==> src/rtl/pov_pkg.sv <==
// Shared types and constants for the POV panel driver: FSM states,
// pixel layout and bit-plane count.
package pov_pkg;

  localparam int RGB_RES = 9;
  localparam int PLANES  = RGB_RES / 3;
  localparam int PLANE_W = $clog2(PLANES);
  localparam int IDX_W   = $clog2(RGB_RES);

  localparam int R_OFS = 6;
  localparam int G_OFS = 3;
  localparam int B_OFS = 0;

  typedef logic [RGB_RES-1:0] pixel_t;

  typedef enum logic [2:0] {
    ST_IDLE,
    ST_FETCH,
    ST_SHIFT,
    ST_LATCH,
    ST_DISPLAY
  } state_t;

endpackage

==> src/rtl/hub75_pixel_shifter.sv <==
// Serialises one bit plane of a captured scan line onto the HUB75 data pins,
// generating the panel shift clock with a CLK_DIV-cycle half period.
module hub75_pixel_shifter
  import pov_pkg::*;
#(
  parameter int NUM_ROWS = 64,
  parameter int CLK_DIV  = 2
) (
  input  logic                                   i_clk,
  input  logic                                   i_rst,
  input  logic                                   i_start,
  input  logic [PLANE_W-1:0]                     i_plane,
  input  logic [1:0][NUM_ROWS-1:0][RGB_RES-1:0]  i_line,
  output logic                                   o_clk,
  output logic                                   o_done,
  output logic [2:0]                             o_rgb0,
  output logic [2:0]                             o_rgb1
);

  localparam int PH_W = $clog2(2 * CLK_DIV);
  localparam int PX_W = $clog2(NUM_ROWS);
  localparam logic [PH_W-1:0] PH_HIGH  = PH_W'(CLK_DIV);
  localparam logic [PH_W-1:0] PH_LAST  = PH_W'(2 * CLK_DIV - 1);
  localparam logic [PX_W-1:0] PX_FIRST = PX_W'(NUM_ROWS - 1);

  logic            r_active;
  logic [PH_W-1:0] r_phase;
  logic [PX_W-1:0] r_pix;

  pixel_t          w_pix0;
  pixel_t          w_pix1;
  logic [IDX_W-1:0] w_rIdx;
  logic [IDX_W-1:0] w_gIdx;
  logic [IDX_W-1:0] w_bIdx;

  // Pixels leave highest row first; each pixel gets a low then a high half period.
  always_ff @(posedge i_clk) begin
    if (i_rst) begin
      r_active <= 1'b0;
      r_phase  <= '0;
      r_pix    <= '0;
    end else if (i_start) begin
      r_active <= 1'b1;
      r_phase  <= '0;
      r_pix    <= PX_FIRST;
    end else if (r_active) begin
      if (r_phase == PH_LAST) begin
        r_phase <= '0;
        if (r_pix == '0) begin
          r_active <= 1'b0;
        end else begin
          r_pix <= r_pix - 1'b1;
        end
      end else begin
        r_phase <= r_phase + 1'b1;
      end
    end
  end

  assign o_done = r_active && (r_phase == PH_LAST) && (r_pix == '0);
  assign o_clk  = r_active && (r_phase >= PH_HIGH);

  assign w_pix0 = i_line[0][r_pix];
  assign w_pix1 = i_line[1][r_pix];
  assign w_rIdx = IDX_W'(R_OFS) + IDX_W'(i_plane);
  assign w_gIdx = IDX_W'(G_OFS) + IDX_W'(i_plane);
  assign w_bIdx = IDX_W'(B_OFS) + IDX_W'(i_plane);

  assign o_rgb0 = r_active ? {w_pix0[w_rIdx], w_pix0[w_gIdx], w_pix0[w_bIdx]} : 3'b000;
  assign o_rgb1 = r_active ? {w_pix1[w_rIdx], w_pix1[w_gIdx], w_pix1[w_bIdx]} : 3'b000;

endmodule

==> src/rtl/pov_panel_driver.sv <==
// Frame sequencer and HUB75 driver: fetches each scan line from the sphere
// generator and shows it as BCM bit planes. Optional: POV_DRIVER_OVERRUN_EN.
module pov_panel_driver
  import pov_pkg::*;
#(
  parameter int ROTATIONAL_RES = 256,
  parameter int SCAN_RATE      = 32,
  parameter int NUM_ROWS       = 64,
  parameter int CLK_DIV        = 2,
  parameter int BASE_ON        = 4
) (
  input  logic                                   clk_in,
  input  logic                                   rst_in,
  input  logic [$clog2(ROTATIONAL_RES)-1:0]      dtheta_in,
  input  logic                                   frame_start_in,
  output logic [$clog2(ROTATIONAL_RES)-1:0]      dtheta_out,
  output logic [$clog2(SCAN_RATE)-1:0]           column_index1_out,
  output logic [$clog2(SCAN_RATE):0]             column_index2_out,
  input  logic [1:0][NUM_ROWS-1:0][RGB_RES-1:0]  columns_in,
  output logic [2:0]                             rgb0_out,
  output logic [2:0]                             rgb1_out,
  output logic [$clog2(SCAN_RATE)-1:0]           addr_out,
  output logic                                   clk_out,
  output logic                                   latch_out,
  output logic                                   oe_n_out,
  output logic                                   busy_out,
  output logic                                   done_out,
  output logic                                   overrun_out
);

  localparam int AW = $clog2(ROTATIONAL_RES);
  localparam int LW = $clog2(SCAN_RATE);
  localparam int CW = LW + 1;
  localparam int DW = $clog2((BASE_ON << (PLANES - 1)) + 1);
  localparam logic [PLANE_W-1:0] LAST_PLANE = PLANE_W'(PLANES - 1);
  localparam logic [LW-1:0]      LAST_LINE  = LW'(SCAN_RATE - 1);

  state_t r_state;
  state_t w_next;

  logic [AW-1:0]      r_dtheta;
  logic [LW-1:0]      r_line;
  logic [CW-1:0]      r_col2;
  logic [PLANE_W-1:0] r_plane;
  logic [DW-1:0]      r_disp;
  logic [LW-1:0]      r_addr;
  logic               r_done;
  logic [1:0][NUM_ROWS-1:0][RGB_RES-1:0] r_lineBuf;

  logic          w_accept;
  logic          w_shiftStart;
  logic          w_shiftDone;
  logic          w_dispLast;
  logic [DW-1:0] w_dispEnd;

  // A start landing on the done cycle is dropped so frames never overlap.
  assign w_accept   = (r_state == ST_IDLE) && frame_start_in && !r_done;
  assign w_dispEnd  = (DW'(BASE_ON) << r_plane) - DW'(1);
  assign w_dispLast = (r_disp == w_dispEnd);

  always_ff @(posedge clk_in) begin
    if (rst_in) begin
      r_state <= ST_IDLE;
    end else begin
      r_state <= w_next;
    end
  end

  always_comb begin
    w_next       = r_state;
    w_shiftStart = 1'b0;
    case (r_state)
      ST_IDLE: begin
        if (w_accept) w_next = ST_FETCH;
      end
      ST_FETCH: begin
        w_next       = ST_SHIFT;
        w_shiftStart = 1'b1;
      end
      ST_SHIFT: begin
        if (w_shiftDone) w_next = ST_LATCH;
      end
      ST_LATCH: begin
        w_next = ST_DISPLAY;
      end
      ST_DISPLAY: begin
        if (w_dispLast) begin
          if (r_plane != LAST_PLANE) begin
            w_next       = ST_SHIFT;
            w_shiftStart = 1'b1;
          end else if (r_line != LAST_LINE) begin
            w_next = ST_FETCH;
          end else begin
            w_next = ST_IDLE;
          end
        end
      end
      default: w_next = ST_IDLE;
    endcase
  end

  always_ff @(posedge clk_in) begin
    if (rst_in) begin
      r_dtheta <= '0;
      r_line   <= '0;
      r_col2   <= '0;
      r_plane  <= '0;
      r_disp   <= '0;
      r_addr   <= '0;
      r_done   <= 1'b0;
    end else begin
      r_done <= 1'b0;
      case (r_state)
        ST_IDLE: begin
          if (w_accept) begin
            r_dtheta <= dtheta_in;
            r_line   <= '0;
            r_col2   <= CW'(SCAN_RATE);
          end
        end
        ST_FETCH: begin
          r_plane <= '0;
        end
        ST_SHIFT: begin
          if (w_shiftDone) r_addr <= r_line;
        end
        ST_LATCH: begin
          r_disp <= '0;
        end
        ST_DISPLAY: begin
          r_disp <= r_disp + 1'b1;
          if (w_dispLast) begin
            if (r_plane != LAST_PLANE) begin
              r_plane <= r_plane + 1'b1;
            end else if (r_line != LAST_LINE) begin
              r_line <= r_line + 1'b1;
              r_col2 <= r_col2 + 1'b1;
            end else begin
              r_done <= 1'b1;
            end
          end
        end
        default: ;
      endcase
    end
  end

  // Line buffer needs no reset; it is always refilled before it is shifted.
  always_ff @(posedge clk_in) begin
    if (r_state == ST_FETCH) r_lineBuf <= columns_in;
  end

  hub75_pixel_shifter #(
    .NUM_ROWS (NUM_ROWS),
    .CLK_DIV  (CLK_DIV)
  ) u_shifter (
    .i_clk   (clk_in),
    .i_rst   (rst_in),
    .i_start (w_shiftStart),
    .i_plane (r_plane),
    .i_line  (r_lineBuf),
    .o_clk   (clk_out),
    .o_done  (w_shiftDone),
    .o_rgb0  (rgb0_out),
    .o_rgb1  (rgb1_out)
  );

  assign dtheta_out        = r_dtheta;
  assign column_index1_out = r_line;
  assign column_index2_out = r_col2;
  assign addr_out          = r_addr;
  assign latch_out         = (r_state == ST_LATCH);
  assign oe_n_out          = (r_state != ST_DISPLAY);
  assign busy_out          = (r_state != ST_IDLE);
  assign done_out          = r_done;

`ifdef POV_DRIVER_OVERRUN_EN
  logic r_overrun;

  always_ff @(posedge clk_in) begin
    if (rst_in) begin
      r_overrun <= 1'b0;
    end else if (frame_start_in && busy_out) begin
      r_overrun <= 1'b1;
    end
  end

  assign overrun_out = r_overrun;
`else
  assign overrun_out = 1'b0;
`endif

endmodule
==> config.mk <==
export PLATFORM = sky130hd
export DESIGN_NAME = pov_panel_driver
export DESIGN_NICKNAME = d
export VERILOG_FILES = /design/src/rtl/pov_pkg.sv /design/src/rtl/hub75_pixel_shifter.sv /design/src/rtl/pov_panel_driver.sv
export SDC_FILE = /design/constraint.sdc
export NUM_CORES = 2
export LEC_CHECK = 0
export ABC_CLOCK_PERIOD_IN_PS = 24600
export CORE_AREA = 2 2 473 475
export CTS_CLUSTER_SIZE = 40
export DETAILED_ROUTE_END_ITERATION = 10
export DIE_AREA = 0 0 475 477
export PLACE_DENSITY = 0.45
export SETUP_SLACK_MARGIN = 0.02
export SLEW_MARGIN = 10
export SYNTH_ARGS = -nofsm -noshare
export SYNTH_HDL_FRONTEND = slang
export SYNTH_HIERARCHICAL = 1
export SYNTH_SLANG_ARGS = --single-unit
==> constraint.sdc <==
create_clock -name clk_in -period 24.6 [get_ports clk_in]
set_clock_uncertainty 0.2 [all_clocks]
set_input_delay 7.38 -clock clk_in [delete_from_list [all_inputs] [get_ports clk_in]]
set_output_delay 7.38 -clock clk_in [all_outputs]
set_load 0.01 [all_outputs]
==> impl_metrics.tcl <==
set metrics [dict create \
    final_util_pct 30.1 \
    placementRows 173 \
    clock_latency_ps 790 \
    synthesis.area_per_instance_um2 21.0 \
    cp.required_ps 17020 \
    worst_r2r_startpoint "r_state[0]" \
    finalSetupViolCount 0 \
    drc 0 \
    yosysSeqAreaShare_pct 76.4 \
    nNetsFinal 4654 \
    max_clock_freq_ghz 0.0685 \
    final.period_utilization_pct 59.3 \
    path_clk_slew_ps 60 \
    ys_seq_elements 1196 \
    die-area_mm2 0.227 \
    worstRegToRegCells 6 \
    yosysUniqueCellTypes 71 \
    post_synth_instance_area_mm2 0.0464 \
    rsz0062_at_grt "no" \
    dr.max_layer_used "met5" \
    clock-sinks 1196 \
    criticalPathCategory "reg -> out" \
    fillerInstances 21905 \
    share_of_post_route_cells_with_drive_strength_above_1_pct 15.2 \
    p_leak_nw 21.1 \
    area_growth_pct 43.5 \
    met1_length_um 84700 \
    multi_input_area_mm2 0.0102 \
    timing.critical_path.from_type "register" \
    synth_async_sr_flop_share_pct 0 \
    die_y_um 477 \
    core_area_mm2 0.221 \
    die_width_um 475 \
    timing.max_slew.rel_slack_pct 15.0 \
    first_iter_violations 2445 \
    buffer_ports.inserted 1197 \
    most_common_cell_after_layout_fill_and_taps_aside "clkdlybuf4s50_1" \
    synth_warnings 6 \
    floorplan.initialDensity_pct 21.0 \
    final_cell_area_mm2 0.0666 \
    clk_root_buffer_cell "clkbuf_16" \
    timing.final.crit_period_ps 14590 \
    antenna_violating_nets_left 0 \
    place_area_mm2 0.0619 \
    worst_pin_slew_ps 1270 \
    vdd_ir_drop_max_mv 0.0600 \
    postSynthNetCount 3381 \
    ys_top_cells_by_area "edfxtp_1 75%, mux4_2 12%, mux2i_1 2.9%" \
    grt_first_pass_wirelength_um 276000 \
    first_global_vias 29453 \
    tritoncts_clock_tree "yes" \
    timing_hold_violations_final 0 \
    met3_length_um 19500 \
    placedCellCount 6307 \
    synth-edff-count 1152 \
    final-seq-area_mm2 0.0355 \
    status "finished, final reports clean" \
    grt_max_degree 162 \
    hold_crit_start "dtheta_out[2]" \
    met2WireLength_um 107000 \
    grt_usage_pct 18.5 \
    maxCapViolations 0 \
    detail_routed_via_count_per_cell 4.23 \
    placement.setup.worst_slack_ps 10550 \
    globalRoute.totalOverflow 0 \
    post_cts_setup_repair_buffer_count 0 \
    synthDominantAreaCellType "edfxtp_1" \
    cp-end-kind "output pin" \
    route.vias.total 27957 \
    layout.cells.non_filler 6603 \
    worstSetupStartpoint "u_shifter/r_pix[0]" \
    cts_buffer_depth 3 \
    synth_top_flop_cell "edfxtp_1" \
    arrival_ps 7010 \
    dpl.hpwl_um 169000 \
    total_power_mw 5.45 \
    hold_slack_ps 290 \
    ioPinCount 1199 \
    cts-buffers-inserted 144 \
    firstDrtPassIters 5 \
    place.gp.congestion 0.818 \
    wl_per_cell_um 32.7 \
    worst_hold_path.num_cells 2 \
    layout.cells.most_common_list "1197 x clkdlybuf4s50_1, 1152 x edfxtp_1, 250 x mux4_2" \
    post_syn_instances 2205 \
    post_cts_hold_buffer_count 0 \
    cts_resized 0 \
    finalWorstSetupSlack_ps 10010 \
    min_path_type "reg -> reg" \
    synth_top_cell_area_share_pct 74.5 \
    antenna_found_initial 118 \
    setup-tns-final_ps 0 \
    wirelength_um 216000 \
    timing_max_transition_violations_final 0 \
    pwr_per_cell_area_mw_per_mm2 81.9 \
    cts-htree-levels 4 \
    worstPathMaxFanout 37 \
]
-- worst paths after layout --
| kind | slack (ps) | to |
|---|---|---|
| setup / recovery | 10010 | rgb0_out[1] |
| hold / removal | 290 | dtheta_out[2] |
| setup reg to reg | 18840 | r_lineBuf[1117] |
| hold reg to reg | 290 | dtheta_out[2] |
-- metal layers --
layer,up-vias,GRT usage (%)
met1,14345,22.3
met3,296,6.14
met5,-,0
met2,1339,31.7
li1,11899,-
met4,78,4.22
-- layout make-up --
cell class / count / share of cell area (%)
multi-input combinational: 871 / 15.3
sequential: 1196 / 53.3
timing repair buffer: 1249 / 18.7
inverter: 16 / 0.0996
tap: 2975 / 5.59
clock buffer: 185 / 5.77
antenna: 39 / 0.147
clock inverter: 72 / 1.09
-- synth_stat cells, drive strengths merged, types with 7 or more instances --
| library cell | count |
|---|---|
| mux2 | 12 |
| nand2 | 45 |
| nor2 | 61 |
| nand2b | 8 |
| inv | 12 |
| o22ai | 39 |
| a2111oi | 10 |
| a221oi | 13 |
| buf | 89 |
| mux4 | 250 |
| and2 | 7 |
| a211oi | 15 |
| dfxtp | 44 |
| clkbuf | 33 |
| nand3 | 24 |
| mux2i | 135 |
| nor3 | 16 |
| o21ai | 14 |
| nor4 | 7 |
| nor2b | 14 |
| a22o | 19 |
| ha | 13 |
| a21oi | 39 |
| edfxtp | 1152 |
| o221ai | 15 |
| a22oi | 29 |
| o211ai | 12 |
-- cell families after synthesis --
logic type               synth area share, %
buffers and inverters                   1.72
multiplexers                            15.3
XOR/XNOR                               0.132
AND/OR/NAND/NOR                         2.24
adder cells (fa/ha/maj)                0.350
flip-flops                              76.4
AO/OA/AOI/OAI                           3.79
other                                0.00808
-- report_power, final --
part	internal (mW)	switching [mW]	total, mW
clock	1.20	0.903	2.10
combinational	0.373	0.462	0.835
sequential	2.44	0.0751	2.52
total	4.01	1.44	5.45
-- sequential cells by signal (all words and copies together), names as in the netlist --
name,flops
addr_out,5
u_shifter/r_pix,6
r_plane,2
r_lineBuf,1152
column_index2_out,6
u_shifter/r_active,1
done_out,1
r_state,3
column_index1_out,5
dtheta_out,8
u_shifter/r_phase,2
r_disp,5
-- critical path: stages, from the launching register on --
cell and delay, ps:
dfxtp_4 810, buf_4 770, buf_4 650, mux4_2 570, mux2_2 320, a2111oi_0 1040
nor2_1 440, a221oi_1 430, o211ai_1 200, and4_1 310, clkdlybuf4s50_1 530
Note: power is estimated with default switching activity, not from simulation.
